==> src/rtl/fifo_ctrl.sv <==
// fifo_ctrl: pointer/flag controller for a register-bank FIFO (holds no data).
// Optional almost-full/almost-empty flags under `FIFO_ALMOST_FLAGS_EN.
module fifo_ctrl #(
  parameter int DEPTH  = 8,
  parameter int ADDR_W = $clog2(DEPTH)
`ifdef FIFO_ALMOST_FLAGS_EN
  ,
  parameter int ALMOST_FULL_TH  = DEPTH - 1,
  parameter int ALMOST_EMPTY_TH = 1
`endif
) (
  input  logic              clk,
  input  logic              rst_,
  input  logic              wr,
  input  logic              rd,
  output logic [DEPTH-1:0]  wr_en_vec,
  output logic [ADDR_W-1:0] rd_sel,
  output logic [ADDR_W:0]   count,
  output logic              full,
  output logic              empty,
  output logic              overflow,
  output logic              underflow
`ifdef FIFO_ALMOST_FLAGS_EN
  ,
  output logic              almost_full,
  output logic              almost_empty
`endif
);
  logic [ADDR_W-1:0] wr_ptr, rd_ptr;
  logic [ADDR_W:0]   count_nxt;
  logic              push, pop;
  // rst_ gates the enables so no entry register is written while reset is held
  assign push      = wr & ~full & rst_;
  assign pop       = rd & ~empty;
  assign rd_sel    = rd_ptr;
  assign count_nxt = count + (ADDR_W+1)'(push) - (ADDR_W+1)'(pop);
  always_comb begin
    wr_en_vec         = '0;
    wr_en_vec[wr_ptr] = push;
  end
  always_ff @(posedge clk or negedge rst_) begin
    if (!rst_) begin
      wr_ptr    <= '0;
      rd_ptr    <= '0;
      count     <= '0;
      full      <= 1'b0;
      empty     <= 1'b1;
      overflow  <= 1'b0;
      underflow <= 1'b0;
    end else begin
      wr_ptr    <= wr_ptr + ADDR_W'(push);
      rd_ptr    <= rd_ptr + ADDR_W'(pop);
      count     <= count_nxt;
      full      <= count_nxt == (ADDR_W+1)'(DEPTH);
      empty     <= count_nxt == '0;
      overflow  <= wr & full;
      underflow <= rd & empty;
    end
  end
`ifdef FIFO_ALMOST_FLAGS_EN
  always_ff @(posedge clk or negedge rst_) begin
    if (!rst_) begin
      almost_full  <= 1'b0;
      almost_empty <= 1'b1;
    end else begin
      almost_full  <= count_nxt >= (ADDR_W+1)'(ALMOST_FULL_TH);
      almost_empty <= count_nxt <= (ADDR_W+1)'(ALMOST_EMPTY_TH);
    end
  end
`endif
endmodule

==> config.mk <==
export PLATFORM = sky130hd
export DESIGN_NAME = fifo_ctrl
export DESIGN_NICKNAME = d
export VERILOG_FILES = /design/src/rtl/fifo_ctrl.sv
export SDC_FILE = /design/constraint.sdc
export NUM_CORES = 1
export LEC_CHECK = 0
export BUFFER_PORTS_ARGS = -buffer_cell sky130_fd_sc_hd__buf_4
export CORE_MARGIN = 8
export CORE_UTILIZATION = 50
export DETAILED_ROUTE_END_ITERATION = 7
export HOLD_SLACK_MARGIN = 0.06
export MAX_ROUTING_LAYER = met4
export PLACE_DENSITY = 0.9
export SETUP_SLACK_MARGIN = 0.5
export SLEW_MARGIN = 0
export SYNTH_ARGS = -nofsm -noshare
export SYNTH_HDL_FRONTEND = slang
export SYNTH_SLANG_ARGS = --single-unit
==> constraint.sdc <==
create_clock -name clk -period 3.84 [get_ports clk]
set_input_delay 0.768 -clock clk [delete_from_list [all_inputs] [get_ports clk]]
set_output_delay 0.768 -clock clk [all_outputs]
set_load 0.02 [all_outputs]
# [Word level (Yosys, flattened, before mapping)]
# Cells that the tools add are included.
[totals] output_inout_bits=19 elab_cells=26 regBits=14
[classes] n_eq_ne=1 n_mux=2 add_sub_neg=4 bitwise=8 n_reduce_logical=2 order_cmp=2
[op_table] op="$and A8 B8 Y8" count=1
[op_table] op="$add A3 B1 Y3" count=2
[op_table] op="$and A1 B1 Y1" count=5
[op_table] op="$add A4 B1 Y4" count=1
[op_table] op="$eq A4 B4 Y1 const B" count=1
[op_table] op="$logic_not A4 Y1" count=1
[op_table] op="$lt A3 B4 Y1 const B" count=1
[op_table] op="$sub A4 B1 Y4" count=1
[op_table] op="$demux W1 S3" count=1
[op_table] op="$ge A3 B1 Y1 const B" count=1
[op_table] op="$not A1 Y1" count=2
[op_table] op="$logic_and A1 B1 Y1" count=1
[op_table] op="$mux W1" count=1

# [Longest topological paths before layout]
# Gate-level depths: netlist (run 1).
[depth] depth_word=6 mapped_depth=9

# [Worst setup path before layout (run 1)]
# Ideal clock, no wire load.
[synth_timing] kind="input to register" start="input port rd" end="register empty" required_time_ns=3.779 arrival_ns=2.492 cell_stages=9 path_slack_ns=1.287 cell_sequence="nor2b_1 -> ha_1 -> inv_1 -> ha_1 -> inv_1 -> fa_1 -> inv_1 -> or3_1 -> o21ba_1"
[synth_via] elab_chain_cells=3
[synth_rtl] element="start, declared" line="15" text="input logic rd,"
[synth_rtl] element="$and A1 B1 Y1" line="34" text="assign pop = rd & ~empty;"
[synth_rtl] element="$sub A4 B1 Y4" line="36" text="assign count_nxt = count + (ADDR_W+1)'(push) - (ADDR_W+1)'(pop);"
[synth_rtl] element="net count_nxt[1]" line="30" text="logic [ADDR_W:0] count_nxt;"
[synth_rtl] element="$logic_not A4 Y1" line="55" text="empty <= count_nxt == '0;"
[synth_rtl] element="end signal, assigned" line="47" text="empty <= 1'b1;"
[synth_rtl] element="end signal, assigned" line="55"
[synth_rtl] element="end, declared" line="20" text="output logic empty,"
# The timed path passes the listed nets, and every way through them passes these cells.

# [Worst setup path in the final report (run 1)]
[layout_timing] start="input port rst_" end="register empty"
[layout_via] elab_chain_cells=4
[layout_rtl] element="start, declared" line="13" text="input logic rst_,"
[layout_rtl] element="$and A1 B1 Y1" line="33" text="assign push = wr & ~full & rst_;"
[layout_rtl] element="$add A4 B1 Y4" line="36"
[layout_rtl] element="$sub A4 B1 Y4" line="36"
[layout_rtl] element="net count_nxt[1]" line="30"
[layout_rtl] element="$logic_not A4 Y1" line="55"
# The timed path passes the listed nets, and every way through them passes these cells.

==> results.sh, run 1 <==
export IMPL_dpl_hpwl_um=1090
export IMPL_root_buffer="clkbuf_4"
export IMPL_comb_power_share=0.497
export IMPL_first_iter_violations=2
export IMPL_grtUsageTotal=0.112
export IMPL_outcome="finished, final reports clean"
export IMPL_syn_area_per_cell_um2=11.3
export IMPL_grt_pass1_vias=551
export IMPL_worstSkewPairLatency_ns=0.28
export IMPL_ys_seq_area_frac=0.529
export IMPL_max_slew_margin=0.796
export IMPL_place_inst=96
export IMPL_htreeDepth=1
export IMPL_fill_cells=96
export IMPL_crit_path_end_kind="flip-flop"
export IMPL_r2r_end="empty"
export IMPL_cts_tree="built"
export IMPL_p_clk_frac=0.140
export IMPL_rows=13
export IMPL_p_seq_frac=0.363
export IMPL_syn_inst=59
export IMPL_antenna_found_initial=0
export IMPL_core_area_um2=1270
export IMPL_required_ns=4.06
export IMPL_via_count=488
export IMPL_pwr_density_cell_nw_per_um2=826
export IMPL_critPathLaunchType="input pin"
export IMPL_areaGrowthSynthToFinish_pct=33.1
export IMPL_total_leakage_power_nw=0.482
export IMPL_cts_buffers=3
export IMPL_grt_pass1_wl_um=2340
export IMPL_max_clock_freq_mhz=386
export IMPL_clkSinkCount=14
export IMPL_nets=99
export IMPL_ir_drop_uv=497
export IMPL_finish_utilization=0.697
export IMPL_syn_num_nets=72
export IMPL_period_share=0.674
export IMPL_io_buffers=22
export IMPL_grt_max_degree=16
export IMPL_clock_path_buffers=2
export IMPL_ant_nets=0
export IMPL_p_total_uw=731
export IMPL_holdCritPathClass="in2async"
export IMPL_die_w_um=52.5
export IMPL_final_common_cell="buf_4"
export IMPL_rsz0062_at_grt="no"
export IMPL_timing_max_transition_violations_final=0
export IMPL_design_area_um2=885
export IMPL_arrival_ns=2.81
export IMPL_cts_clk_slew_worst_paths_ns=0.08
export IMPL_fin_setup_tns_ns=0
export IMPL_die_height_um=52.5
export IMPL_postLayoutSetupSlackWorst_ns=1.25
export IMPL_drive_gt1_frac=0.318
export IMPL_skew_ns=0.00781
export IMPL_drc=0
export IMPL_p_sw_uw=305
export IMPL_placed_cell_area_um2=848
export IMPL_swShare=0.417
export IMPL_period_minus_slack_ns=2.59
export IMPL_ys_ff_latch=14
export IMPL_setup_viol=0
export IMPL_cp_endpoint="empty"
export IMPL_synth_cell_types=19
export IMPL_layout_common_cells="22 x buf_4, 13 x dfrtp_1, 8 x ha_1"
export IMPL_ctsResizeCount=0
export IMPL_ctsHoldBuffers=0
export IMPL_globalRouteOverflowTotal=0
export IMPL_dr_pass1_iters=2
export IMPL_whs_ns=0.322
export IMPL_initial_core_util=0.524
export IMPL_critical_path_max_fanout=15
export IMPL_dieArea_um2=2750
export IMPL_regToRegSetupSlack_ns=1.48
export IMPL_via_per_inst=4.88
export IMPL_post_place_ws_ns=0.950
export IMPL_timing_critical_path_from="rst_"
export IMPL_report_final_hold_viol_count=0
export IMPL_gp_congestion=0.787
export IMPL_r2r_cells=9
export IMPL_antenna_cells=0
export IMPL_final_cells=100
export IMPL_critPathKind="in2reg"
export IMPL_syn_area_um2=664
export IMPL_cts_setup_buffers=0
export IMPL_r2r_start="empty"
export IMPL_drt_total_wl_um=1350
export IMPL_wl_per_cell_um=13.5
export IMPL_p_int_uw=426
export IMPL_synth_warnings=0
export IMPL_ios=23
export IMPL_worst_slew_pin_slew_ns=0.305
export IMPL_cap_viol_max_count=0
==> cell families after synthesis <==
group	Yosys count	share of synthesized area
buf+inv	7	0.0396
compound gates	3	0.0301
simple gates	22	0.168
xor+xnor	4	0.0527
fa+ha+maj	9	0.181
flops	14	0.529
==> synthesized netlist by cell type <==
cell type | n | area share
dfrtp_1 | 13 | 0.49
ha_1 | 8 | 0.15
inv_1 | 7 | 0.040
nor2_1 | 7 | 0.040
nand2b_1 | 3 | 0.028
nor3_1 | 3 | 0.023
xor2_1 | 3 | 0.040
a21oi_1 | 2 | 0.015
and2_1 | 2 | 0.019
nand2_1 | 2 | 0.011
and3_1 | 1 | 0.0094
dfstp_2 | 1 | 0.040
fa_1 | 1 | 0.030
nand3_1 | 1 | 0.0075
nand3b_1 | 1 | 0.011
nor2b_1 | 1 | 0.0094
o21ba_1 | 1 | 0.015
or3_1 | 1 | 0.0094
xnor2_1 | 1 | 0.013
==> sequential cells by signal, indices dropped and copies added (netlist names) <==
| name | cells |
|---|---|
| count | 4 |
| full | 1 |
| overflow | 1 |
| wr_ptr | 3 |
| empty | 1 |
| rd_sel | 3 |
| underflow | 1 |
==> how the worst min path moves through the flow <==
stage          startpoint         to  slack [ns]
2_1_floorplan        rst_   count[0]        0.47
3_3_place_gp    rd_sel[2]  rd_sel[2]        0.45
3_5_place_dp    rd_sel[2]  rd_sel[2]        0.47
4_1_cts              rst_   count[2]        0.32
5_1_grt              rst_  rd_sel[2]        0.31
6_report             rst_   count[2]        0.32
==> power by group through the flow <==
stage                     combinational (mW)  clock (mW)  sequential (mW)
final                                  0.363       0.102            0.265
after detailed placement               0.364           0            0.267
after global routing                   0.398       0.114            0.275
after floorplan                        0.180           0            0.312
after global placement                 0.347           0            0.265
after CTS                              0.371       0.106            0.265
==> area by class of cell <==
| cell class | instances | area, um^2 | area share |
|---|---|---|---|
| inverter | 7 | 26.3 | 0.0297 |
| timing repair buffer | 22 | 165 | 0.187 |
| multi-input combinational | 38 | 287 | 0.324 |
| tap | 15 | 18.8 | 0.0212 |
| sequential | 14 | 352 | 0.397 |
| clock buffer | 4 | 36.3 | 0.0410 |
==> worst max-delay path, cell delays in order <==
cell,delay [ns]
buf_4,0.20
nand3b_1,0.13
ha_1,0.28
inv_1,0.07
ha_1,0.16
inv_1,0.06
fa_1,0.47
inv_1,0.05
or3_1,0.40
o21ba_1,0.23
==> layer usage <==
| metal | wire length, um | global-route usage | share of wire | vias up |
|---|---|---|---|---|
| li1 | - | - | - | 240 |
| met1 | 496 | 0.106 | 0.37 | 230 |
| met2 | 732 | 0.204 | 0.54 | 18 |
| met3 | 123 | 0.0483 | 0.091 | 0 |
| met4 | 0 | 0.0259 | 0 | 0 |
| met5 | 0 | - | 0 | - |
No activity file was read; power rests on OpenSTA's default activity.
==> run 2, diff against run 1 <==
CORE_ASPECT_RATIO = 0.9   (was not set)
CORE_UTILIZATION = 42   (was 50)
PLACE_DENSITY = 0.82   (was 0.9)
clock period = 2.36 ns   (was 3.84 ns; I/O delays follow)
==> run 2 against run 1 <==
Effect of this change:
- clock skew decreased by 0.0067 ns
- cell count increased by 7.0%
- utilization increased by 3.3 points
- critical endpoint unchanged
- non-clock buffer count increased by 7
- combinational power increased by 99%
- highest routed layer is now met4
==> results.sh, run 2 (synthesis gave the netlist of run 1 again) <==
export IMPL_outcome="finished, final reports clean"
export IMPL_period_share=0.998
export IMPL_report_final_hold_viol_count=0
export IMPL_placed_cell_area_um2=885
export IMPL_skew_ns=0.00115
export IMPL_via_per_inst=4.88
export IMPL_drc=0
export IMPL_crit_family="adder cells"
export IMPL_critical_path_max_fanout=2
export IMPL_arrival_ns=2.58
export IMPL_crit_path_end_kind="flip-flop"
export IMPL_wl_per_cell_um=14.4
export IMPL_largest_reg_flops=4
export IMPL_final_common_cell="buf_4"
export IMPL_root_buffer="clkbuf_4"
export IMPL_setup_viol=0
export IMPL_timing_max_transition_violations_final=0
export IMPL_r2r_start="full"
export IMPL_cp_endpoint="empty"
export IMPL_cts_clk_slew_worst_paths_ns=0.09
export IMPL_critPathLaunchType="flip-flop"
export IMPL_total_leakage_power_nw=0.535
export IMPL_max_slew_margin=0.792
export IMPL_ir_drop_uv=890
export IMPL_slowest_delay_ns=0.48
export IMPL_cp_slowest_cell="fa_1"
export IMPL_grt_pass1_wl_um=2580
export IMPL_cts_tree="built"
export IMPL_drive_gt1_frac=0.533
export IMPL_critPathKind="reg2reg"
export IMPL_r2r_end="empty"
export IMPL_gp_congestion=0.712
export IMPL_ant_nets=0
export IMPL_path_depth=9
export IMPL_grtUsageTotal=0.113
export IMPL_ctsHoldBuffers=0
export IMPL_htreeDepth=1
export IMPL_whs_ns=0.114
export IMPL_r2r_cells=9
export IMPL_first_iter_violations=4
export IMPL_holdCritPathClass="in2async"
export IMPL_grt_pass1_vias=581
export IMPL_drt_total_wl_um=1540
export IMPL_grt_max_degree=15
export IMPL_period_minus_slack_ns=2.36
export IMPL_dieArea_um2=3110
export IMPL_nets=106
export IMPL_cts_buffers=3
export IMPL_die_w_um=57.9
export IMPL_timing_critical_path_from="full"
export IMPL_antenna_cells=0
export IMPL_path_buf_inv=3
export IMPL_regToRegSetupSlack_ns=0.004
export IMPL_clkSinkCount=14
export IMPL_rsz0062_at_grt="yes"
export IMPL_cp_cell_sequence="nand3b_1 > ha_1 > inv_1 > ha_2 > inv_2 > fa_1 > inv_1 > or3_1 > o21ba_1"
export IMPL_design_area_um2=1070
export IMPL_areaGrowthSynthToFinish_pct=60.8
export IMPL_max_clock_freq_mhz=424
export IMPL_worst_slew_pin_slew_ns=0.313
export IMPL_pwr_density_cell_nw_per_um2=1280
export IMPL_rows=13
export IMPL_via_count=522
export IMPL_die_height_um=53.7
export IMPL_crit_path_frequent_cell="inv_1"
export IMPL_dr_pass1_iters=4
export IMPL_layout_common_cells="21 x buf_4, 12 x dfrtp_1, 8 x buf_6"
export IMPL_core_area_um2=1460
export IMPL_initial_core_util=0.454
export IMPL_ios=23
export IMPL_regMostFlops="count"
export IMPL_dpl_hpwl_um=1140
export IMPL_globalRouteOverflowTotal=0
export IMPL_required_ns=2.59
export IMPL_antenna_found_initial=0
export IMPL_clock_path_buffers=2
export IMPL_io_buffers=22
export IMPL_cap_viol_max_count=0
export IMPL_worstSkewPairLatency_ns=0.28
run 2: layout make-up:
| type | count | area [um^2] |
|---|---|---|
| inverters | 7 | 33.8 |
| clock buffers | 4 | 36.3 |
| multi-input cells | 38 | 379 |
| flip-flops and latches | 14 | 353 |
| fillers | 103 | 395 |
| well taps | 15 | 18.8 |
| repair buffers | 29 | 248 |
run 2: worst register-to-register path: cells and delay by family (launching register included):
kind	cells	cell delay, ns
adders and majority gates	3	0.95
and+or+nand+nor	2	0.56
DFF	1	0.42
AOI/OAI and AO/OA	1	0.23
buffers and inverters	3	0.15
run 2: routing by layer:
metal | share of wire | global-route usage | wire length [um]
met1 | 0.40 | 0.104 | 609
met4 | 0.019 | 0.0488 | 29
met2 | 0.51 | 0.209 | 793
met3 | 0.069 | 0.0428 | 107
met5 | 0 | - | 0
run 2: timing repair:
action | 4_1_cts | 5_1_grt
hold endpoints to repair | 0 | 0
setup buffers | 3 | 0
pin swaps | 9 | 1
endpoints found under the setup margin | 11 | 13
gates resized for setup | 17 | 14
run 2: worst min path at each step:
stage,from,to,cells past startpoint,slack [ns]
after floorplan,rst_,count[0],0,0.18
after global placement,rst_,rd_sel[0],2,0.42
after detailed placement,rst_,count[3],2,0.43
after CTS,rst_,count[3],2,0.11
after global routing,rst_,rd_sel[1],2,0.12
final,rst_,rd_sel[1],2,0.11
run 2: metrics by stage:
step / utilization / setup slack, ns / setup TNS (ns) / total power, mW / std cells
global route: 0.730 / -0.0838 / -0.166 / 1.47 / 107
CTS: 0.691 / 0.0191 / 0 / 1.32 / 107
detailed placement: 0.604 / -0.0867 / -0.120 / 1.07 / 100
floorplan: - / 0.0859 / 0 / 0.805 / 59
global placement: 0.604 / -0.0270 / -0.0270 / 1.04 / 100
finish: 0.730 / 0.00369 / 0 / 1.36 / 107
run 2: power breakdown:
part | internal (mW) | switching, mW
sequential | 0.344 | 0.120
clock | 0.0939 | 0.0810
combinational | 0.341 | 0.382
